**src/rtl/regfile_pkg.sv**
```systemverilog
// Shared types and defaults for the dual-write register file with
// pending-load scoreboard. No ports; imported by the interface, the top
// module and the scoreboard sub-module.
package regfile_pkg;

    localparam int unsigned REG_N  = 8;   // default data width
    localparam int unsigned REG_AW = 5;   // default address width

    typedef logic [REG_AW-1:0] reg_addr_t;
    typedef logic [REG_N-1:0]  reg_word_t;

    localparam reg_addr_t ZERO_REG = '0;

endpackage

```
**src/rtl/regfile_scoreboard_if.sv**
```systemverilog
// Bus bundle for regfile_scoreboard.
//   master: issue/writeback side (drives writes, reserves, read addresses)
//   slave : register file side (returns read data, busy, ack, stall, status)
interface regfile_scoreboard_if
    import regfile_pkg::*;
#(
    parameter int unsigned N  = REG_N,
    parameter int unsigned AW = REG_AW
);
    logic          alu_we;
    logic [AW-1:0] alu_waddr;
    logic [N-1:0]  alu_wdata;
    logic          mem_we;
    logic [AW-1:0] mem_waddr;
    logic [N-1:0]  mem_wdata;
    logic          rsv_en;
    logic [AW-1:0] rsv_addr;
    logic          rsv_ack;
    logic [AW-1:0] r_addr1;
    logic [AW-1:0] r_addr2;
    logic [N-1:0]  reg_data1;
    logic [N-1:0]  reg_data2;
    logic          busy1;
    logic          busy2;
    logic          stall;
    logic [AW-1:0] pending_cnt;
    logic          err;

    modport master (
        output alu_we, alu_waddr, alu_wdata,
        output mem_we, mem_waddr, mem_wdata,
        output rsv_en, rsv_addr, r_addr1, r_addr2,
        input  rsv_ack, reg_data1, reg_data2, busy1, busy2,
        input  stall, pending_cnt, err
    );

    modport slave (
        input  alu_we, alu_waddr, alu_wdata,
        input  mem_we, mem_waddr, mem_wdata,
        input  rsv_en, rsv_addr, r_addr1, r_addr2,
        output rsv_ack, reg_data1, reg_data2, busy1, busy2,
        output stall, pending_cnt, err
    );
endinterface

```
**src/rtl/regfile_scoreboard_sb.sv**
```systemverilog
// reg_scoreboard: per-register pending-load busy bits, busy counter and
// sticky protocol-error flag.
//   clock, reset            : clock, async active-low reset
//   alu_we_i/alu_waddr_i    : ALU writeback (for WAW error detection)
//   mem_we_i/mem_waddr_i    : load writeback, releases reservation
//   rsv_en_i/rsv_addr_i     : reserve request; rsv_ack_o accepts it
//   r_addr1_i/r_addr2_i     : read addresses; busy1_o/busy2_o per port
//   pending_cnt_o, err_o    : busy register count, sticky error
module reg_scoreboard
    import regfile_pkg::*;
#(
    parameter int unsigned AW     = REG_AW,
    parameter bit          BYPASS = 1'b1
) (
    input  logic          clock,
    input  logic          reset,
    input  logic          alu_we_i,
    input  logic [AW-1:0] alu_waddr_i,
    input  logic          mem_we_i,
    input  logic [AW-1:0] mem_waddr_i,
    input  logic          rsv_en_i,
    input  logic [AW-1:0] rsv_addr_i,
    input  logic [AW-1:0] r_addr1_i,
    input  logic [AW-1:0] r_addr2_i,
    output logic          rsv_ack_o,
    output logic          busy1_o,
    output logic          busy2_o,
    output logic [AW-1:0] pending_cnt_o,
    output logic          err_o
);
    localparam int unsigned DEPTH = 1 << AW;
    localparam logic [AW-1:0] ZR = AW'(ZERO_REG);

    logic [DEPTH-1:0] busy_q, busy_d;
    logic [AW-1:0]    cnt_q, cnt_d;
    logic             err_q, err_d;

    logic mem_nz, alu_nz, set, clr, inc;

    assign mem_nz = mem_we_i && (mem_waddr_i != ZR);
    assign alu_nz = alu_we_i && (alu_waddr_i != ZR);

    assign rsv_ack_o = rsv_en_i && ((rsv_addr_i == ZR) || !busy_q[rsv_addr_i] ||
                                    (mem_we_i && (mem_waddr_i == rsv_addr_i)));
    assign set = rsv_ack_o && (rsv_addr_i != ZR);
    // A release that coincides with a re-reserve of the same register is not a clear.
    assign clr = mem_nz && busy_q[mem_waddr_i] && !(set && (rsv_addr_i == mem_waddr_i));
    // Count tracks the busy population: a set on an already-busy register adds nothing.
    assign inc = set && !busy_q[rsv_addr_i];

    always_comb begin
        busy_d = busy_q;
        if (mem_nz) busy_d[mem_waddr_i] = 1'b0;
        if (set)    busy_d[rsv_addr_i]  = 1'b1;

        cnt_d = cnt_q;
        if (inc && !clr)      cnt_d = cnt_q + AW'(1);
        else if (clr && !inc) cnt_d = cnt_q - AW'(1);

        err_d = err_q
              | (alu_nz && mem_nz && (alu_waddr_i == mem_waddr_i))
              | (mem_nz && !busy_q[mem_waddr_i])
              | (alu_nz && busy_q[alu_waddr_i]);
    end

    always_ff @(posedge clock or negedge reset) begin
        if (!reset) begin
            busy_q <= '0;
            cnt_q  <= '0;
            err_q  <= 1'b0;
        end else begin
            busy_q <= busy_d;
            cnt_q  <= cnt_d;
            err_q  <= err_d;
        end
    end

    assign busy1_o = (r_addr1_i != ZR) && busy_q[r_addr1_i] &&
                     !(BYPASS && mem_we_i && (mem_waddr_i == r_addr1_i));
    assign busy2_o = (r_addr2_i != ZR) && busy_q[r_addr2_i] &&
                     !(BYPASS && mem_we_i && (mem_waddr_i == r_addr2_i));

    assign pending_cnt_o = cnt_q;
    assign err_o         = err_q;
endmodule

```
**src/rtl/regfile_scoreboard.sv**
```systemverilog
// regfile_scoreboard: 2-write / 2-read register file (r0 hardwired to zero)
// with pending-load scoreboard and optional write-to-read bypass.
//   clock  : rising-edge clock
//   reset  : asynchronous, active-low
//   bus    : regfile_scoreboard_if.slave (writes, reserve, reads, status)
module regfile_scoreboard
    import regfile_pkg::*;
#(
    parameter int unsigned N      = REG_N,
    parameter int unsigned AW     = REG_AW,
    parameter bit          BYPASS = 1'b1
) (
    input logic                 clock,
    input logic                 reset,
    regfile_scoreboard_if.slave bus
);
    localparam int unsigned DEPTH = 1 << AW;
    localparam logic [AW-1:0] ZR = AW'(ZERO_REG);

    logic [N-1:0]  rf_q [DEPTH];
    logic [N-1:0]  rf_d [DEPTH];
    logic [AW-1:0] raddr [2];
    logic [N-1:0]  rdata [2];

    // mem write applied last so it wins a same-address collision.
    always_comb begin
        rf_d = rf_q;
        if (bus.alu_we && (bus.alu_waddr != ZR)) rf_d[bus.alu_waddr] = bus.alu_wdata;
        if (bus.mem_we && (bus.mem_waddr != ZR)) rf_d[bus.mem_waddr] = bus.mem_wdata;
    end

    always_ff @(posedge clock or negedge reset) begin
        if (!reset) begin
            for (int unsigned i = 0; i < DEPTH; i++) rf_q[i] <= '0;
        end else begin
            for (int unsigned i = 0; i < DEPTH; i++) rf_q[i] <= rf_d[i];
        end
    end

    assign raddr[0] = bus.r_addr1;
    assign raddr[1] = bus.r_addr2;

    always_comb begin
        for (int unsigned p = 0; p < 2; p++) begin
            rdata[p] = rf_q[raddr[p]];
            if (BYPASS) begin
                if (bus.alu_we && (bus.alu_waddr == raddr[p])) rdata[p] = bus.alu_wdata;
                if (bus.mem_we && (bus.mem_waddr == raddr[p])) rdata[p] = bus.mem_wdata;
            end
            if (raddr[p] == ZR) rdata[p] = '0;
        end
    end

    assign bus.reg_data1 = rdata[0];
    assign bus.reg_data2 = rdata[1];

    reg_scoreboard #(.AW(AW), .BYPASS(BYPASS)) u_sb (
        .clock         (clock),
        .reset         (reset),
        .alu_we_i      (bus.alu_we),
        .alu_waddr_i   (bus.alu_waddr),
        .mem_we_i      (bus.mem_we),
        .mem_waddr_i   (bus.mem_waddr),
        .rsv_en_i      (bus.rsv_en),
        .rsv_addr_i    (bus.rsv_addr),
        .r_addr1_i     (bus.r_addr1),
        .r_addr2_i     (bus.r_addr2),
        .rsv_ack_o     (bus.rsv_ack),
        .busy1_o       (bus.busy1),
        .busy2_o       (bus.busy2),
        .pending_cnt_o (bus.pending_cnt),
        .err_o         (bus.err)
    );

    assign bus.stall = bus.busy1 | bus.busy2 | (bus.rsv_en & ~bus.rsv_ack);
endmodule

```
**src/flat_wrapper.sv**
```systemverilog
// flat-port wrapper written by rule: the top's interface ports become plain ports
module regfile_scoreboard_flat import regfile_pkg::*;
#(
    parameter int unsigned N      = REG_N,
    parameter int unsigned AW     = REG_AW,
    parameter bit          BYPASS = 1'b1
)
  (clock, reset, bus_alu_we, bus_alu_waddr, bus_alu_wdata, bus_mem_we, bus_mem_waddr, bus_mem_wdata, bus_rsv_en, bus_rsv_addr, bus_r_addr1, bus_r_addr2, bus_rsv_ack, bus_reg_data1, bus_reg_data2, bus_busy1, bus_busy2, bus_stall, bus_pending_cnt, bus_err);
  regfile_scoreboard_if #(.N(N), .AW(AW)) bus_i ();
  input logic clock;
  input logic reset;
  input wire logic [$bits(bus_i.alu_we)-1:0] bus_alu_we;
  input wire logic [$bits(bus_i.alu_waddr)-1:0] bus_alu_waddr;
  input wire logic [$bits(bus_i.alu_wdata)-1:0] bus_alu_wdata;
  input wire logic [$bits(bus_i.mem_we)-1:0] bus_mem_we;
  input wire logic [$bits(bus_i.mem_waddr)-1:0] bus_mem_waddr;
  input wire logic [$bits(bus_i.mem_wdata)-1:0] bus_mem_wdata;
  input wire logic [$bits(bus_i.rsv_en)-1:0] bus_rsv_en;
  input wire logic [$bits(bus_i.rsv_addr)-1:0] bus_rsv_addr;
  input wire logic [$bits(bus_i.r_addr1)-1:0] bus_r_addr1;
  input wire logic [$bits(bus_i.r_addr2)-1:0] bus_r_addr2;
  output wire logic [$bits(bus_i.rsv_ack)-1:0] bus_rsv_ack;
  output wire logic [$bits(bus_i.reg_data1)-1:0] bus_reg_data1;
  output wire logic [$bits(bus_i.reg_data2)-1:0] bus_reg_data2;
  output wire logic [$bits(bus_i.busy1)-1:0] bus_busy1;
  output wire logic [$bits(bus_i.busy2)-1:0] bus_busy2;
  output wire logic [$bits(bus_i.stall)-1:0] bus_stall;
  output wire logic [$bits(bus_i.pending_cnt)-1:0] bus_pending_cnt;
  output wire logic [$bits(bus_i.err)-1:0] bus_err;
  assign bus_i.alu_we = bus_alu_we;
  assign bus_i.alu_waddr = bus_alu_waddr;
  assign bus_i.alu_wdata = bus_alu_wdata;
  assign bus_i.mem_we = bus_mem_we;
  assign bus_i.mem_waddr = bus_mem_waddr;
  assign bus_i.mem_wdata = bus_mem_wdata;
  assign bus_i.rsv_en = bus_rsv_en;
  assign bus_i.rsv_addr = bus_rsv_addr;
  assign bus_i.r_addr1 = bus_r_addr1;
  assign bus_i.r_addr2 = bus_r_addr2;
  assign bus_rsv_ack = bus_i.rsv_ack;
  assign bus_reg_data1 = bus_i.reg_data1;
  assign bus_reg_data2 = bus_i.reg_data2;
  assign bus_busy1 = bus_i.busy1;
  assign bus_busy2 = bus_i.busy2;
  assign bus_stall = bus_i.stall;
  assign bus_pending_cnt = bus_i.pending_cnt;
  assign bus_err = bus_i.err;
  regfile_scoreboard #(.N(N), .AW(AW), .BYPASS(BYPASS)) u_core (.clock(clock), .reset(reset), .bus(bus_i));
endmodule
```
**config.mk**
```make
export PLATFORM = sky130hd
export DESIGN_NAME = regfile_scoreboard_flat
export DESIGN_NICKNAME = d
export VERILOG_FILES = /design/src/rtl/regfile_pkg.sv /design/src/rtl/regfile_scoreboard_if.sv /design/src/rtl/regfile_scoreboard_sb.sv /design/src/rtl/regfile_scoreboard.sv /design/src/flat_wrapper.sv
export SDC_FILE = /design/constraint.sdc
export NUM_CORES = 1
export LEC_CHECK = 0
export BUFFER_PORTS_ARGS = -buffer_cell sky130_fd_sc_hd__buf_2
export CAP_MARGIN = 10
export CORE_MARGIN = 3
export CORE_UTILIZATION = 40
export DETAILED_ROUTE_END_ITERATION = 10
export SKIP_CTS_REPAIR_TIMING = 1
export SYNTH_ARGS = -nofsm -noshare
export SYNTH_HDL_FRONTEND = slang
export SYNTH_SLANG_ARGS = --single-unit
```
**constraint.sdc**
```tcl
create_clock -name clock -period 3.4 [get_ports clock]
set_input_delay 0.17 -clock clock [delete_from_list [all_inputs] [get_ports clock]]
set_output_delay 0.17 -clock clock [all_outputs]
set_load 0.03 [all_outputs]
```
==> impl_metrics.py <==
metrics = {
    "timing": {
        "finalWorstSetupSlack_ps": 221,
        "worstMarginPinSlew_ps": 974,
        "rsz0062_at_grt": "false",
        "maxSlewViolCount": 0,
        "final_hold_viol_count": 0,
        "timing.fmax_ghz": 0.315,
        "fin_crit_ps": 3180,
        "slew_headroom_pct": 34.9,
        "fin_skew_ps": 20.9,
        "finalSetupViolations": 0,
        "post-route-period-util_pct": 93.5,
        "fin_setup_tns_ps": 0,
    },
    "final_layout": {
        "drive_gt1_share_pct": 19.8,
        "n_fill_cell": 4536,
        "area_growth_pct": 12.0,
        "multi_input_area_sq_um": 11600,
        "fin_util_pct": 45.9,
        "nets": 1950,
        "layoutNonFillerInstCount": 2582,
        "regArea_sq_um": 7360,
    },
    "worst_setup_path": {
        "worst-path-buf-inv": 1,
        "worst_setup_path_end_kind": "primary output",
        "path_cells": "mux4_1 > mux4_2 > a32o_1 > or3b_1 > buf_2",
        "cp.arrival_ps": 3010,
        "path_max_fanout": 6,
        "worstSetupPathType": "register to primary output",
        "slowest_delay_ps": 580,
        "crit_required_ps": 3230,
        "crit_family": "multiplexers",
        "critPathLaunchType": "register",
        "crit_slowest_cell": "mux4_1",
    },
    "yosys": {
        "avgSynthCellArea_sq_um": 10.4,
        "syn-cell-area_sq_um": 19800,
        "synth_edf_count": 0,
        "ys_warn_count": 0,
        "synth_seq_cells": 294,
        "synth_area_leaders": "dfrtp_1 37%, mux4_2 17%, mux2i_1 16%, a21oi_1 4.1%, o21ai_0 4.0%",
        "syn_inst": 1903,
        "yosys-top-cells-count": "316 x mux2i_1, 294 x dfrtp_1, 171 x nand2_1, 168 x nor2_1, 162 x a21oi_1",
        "syn_nets": 1955,
        "synth_cell_types": 61,
        "synth.most_common_cell": "mux2i_1",
        "synth_area_leader_cell": "dfrtp_1",
        "yosys.area.top_type_share_pct": 37.1,
        "async_flop_share_pct": 100,
        "synth-seq-area-share_pct": 37.1,
        "ys.flop_type": "dfrtp_1",
    },
    "global_routing": {
        "grt_max_degree": 85,
        "grt.total_usage_pct": 28.0,
        "gr-total-overflow": 0,
        "grt_pass1_wl_um": 110000,
        "antenna_found_initial": 5,
        "grt_pass1_vias": 16100,
    },
    "placed_design": {
        "io_buffer_count": 71,
        "dp_worst_setup_slack_ps": 121,
        "gp_congestion": 0.961,
        "dpl.hpwl_um": 51500,
        "dp_cells": 2515,
    },
    "power": {
        "total_leakage_power_uw": 0.00941,
        "power.density_nw_per_um2": 602,
        "ir_worst_vdd_uv": 445,
        "total_power_uw": 13300,
    },
    "clock_network": {
        "cts_made_buffers": 36,
        "clkLatencyLatePin_ps": 560,
        "htreeDepth": 2,
        "clockBufferDepth": 3,
        "cts_tree": "done",
        "cts_root_buf": "clkbuf_16",
        "cts.sinks": 294,
        "clk_pin_slew_ps": 60,
    },
    "floorplan": {
        "ios": 72,
        "dieArea_sq_um": 52200,
        "die_x_um": 229,
        "die_y_um": 229,
        "start_util_pct": 41.0,
        "core-area_sq_um": 48300,
        "rows": 80,
    },
    "route": {
        "drt-initial-drc-count": 2086,
        "antenna_left": 0,
        "drc": 0,
        "vias": 16400,
        "wirelength_um": 74100,
        "viasPerCell": 6.37,
        "avgRoutedWirePerCell_um": 28.7,
        "drtPass1Iterations": 5,
    },
    "worst_hold_path": {
        "hold_path_class": "input pin to register",
    },
    "run": {
        "cap_violations": 0,
    },
    "run_status": {
        "status": "finished clean",
    },
}
per-stage QoR:
stage	cell area, sq um	hold WS (ps)
4_1_cts	22200	-426
3_5_place_dp	20900	171
3_3_place_gp	20900	165
2_1_floorplan	19800	-126
6_report	22200	17.8
5_1_grt	22200	32.6
placed cells by master, fill, tap and decap left out, drive strengths merged, types with 23 or more instances in the layout:
cell type / instances
mux2i: 316
dfrtp: 294
nor2: 176
nand2: 171
a21oi: 162
o21ai: 161
mux4: 156
buf: 151
clkbuf: 47
nand3: 23
sequential cells by signal (all words and copies together), names as in the netlist:
| register | cells |
|---|---|
| u_core.rf_q | 256 |
| u_core.u_sb.busy_q | 32 |
| u_core.u_sb.err_o | 1 |
| u_core.u_sb.pending_cnt_o | 5 |
logic make-up (layout without fill, tap and decap cells):
| kind of cell | count (synthesis) | count (layout) | synth area share (%) |
|---|---|---|---|
| flops | 294 | 294 | 37.1 |
| compound gates | 430 | 430 | 12.5 |
| fa+ha+maj | 6 | 6 | 0.417 |
| other cells | 0 | 2 | 0 |
| xor+xnor | 35 | 35 | 1.55 |
| simple gates | 452 | 452 | 10.1 |
| mux | 472 | 472 | 33.8 |
| buf+inv | 214 | 235 | 4.47 |
worst register-to-register path, cell delays in order, from the launching register on:
cell and delay [ps]:
dfrtp_1 450, mux4_2 510, a22oi_1 310, nand4_1 210, o311ai_0 180, ha_1 260
inv_1 100, ha_1 310, a21o_1 200, a21oi_1 180, xnor2_1 140, nor2_1 60
xor2_1 140
final cells by class:
type / instances / area share (%)
inverter: 19 / 0.322
sequential: 294 / 33.2
multi-input combinational: 1395 / 52.2
timing repair buffer: 152 / 5.01
clock inverter: 17 / 1.03
clock buffer: 47 / 4.58
tap: 656 / 3.70
antenna: 2 / 0.0226
metal layers:
| layer | global-route usage (%) | routed length, um | vias up |
|---|---|---|---|
| li1 | - | - | 7035 |
| met1 | 38.6 | 30400 | 8245 |
| met2 | 42.2 | 32800 | 937 |
| met5 | 0 | 21 | - |
| met4 | 13.7 | 4020 | 4 |
| met3 | 5.67 | 6890 | 214 |
power breakdown:
part,switching [uW],internal [uW]
sequential,839,4430
combinational,2050,1910
clock,1630,2490
total,4520,8820
worst paths after layout:
kind	from	end	slack, ps	cells past startpoint
worst max-delay path	u_core.u_sb.busy_q[2]	bus_stall	220	5
worst min-delay path	bus_mem_wdata[0]	u_core.rf_q[104]	20	3
worst max register to register	u_core.u_sb.busy_q[27]	u_core.u_sb.pending_cnt_o[4]	250	12
worst min register to register	u_core.rf_q[249]	u_core.rf_q[249]	400	0
max in group asynchronous	reset	u_core.rf_q[35]	2280	3
min in group asynchronous	reset	u_core.rf_q[223]	150	2
(Power assumes the default switching activity.)
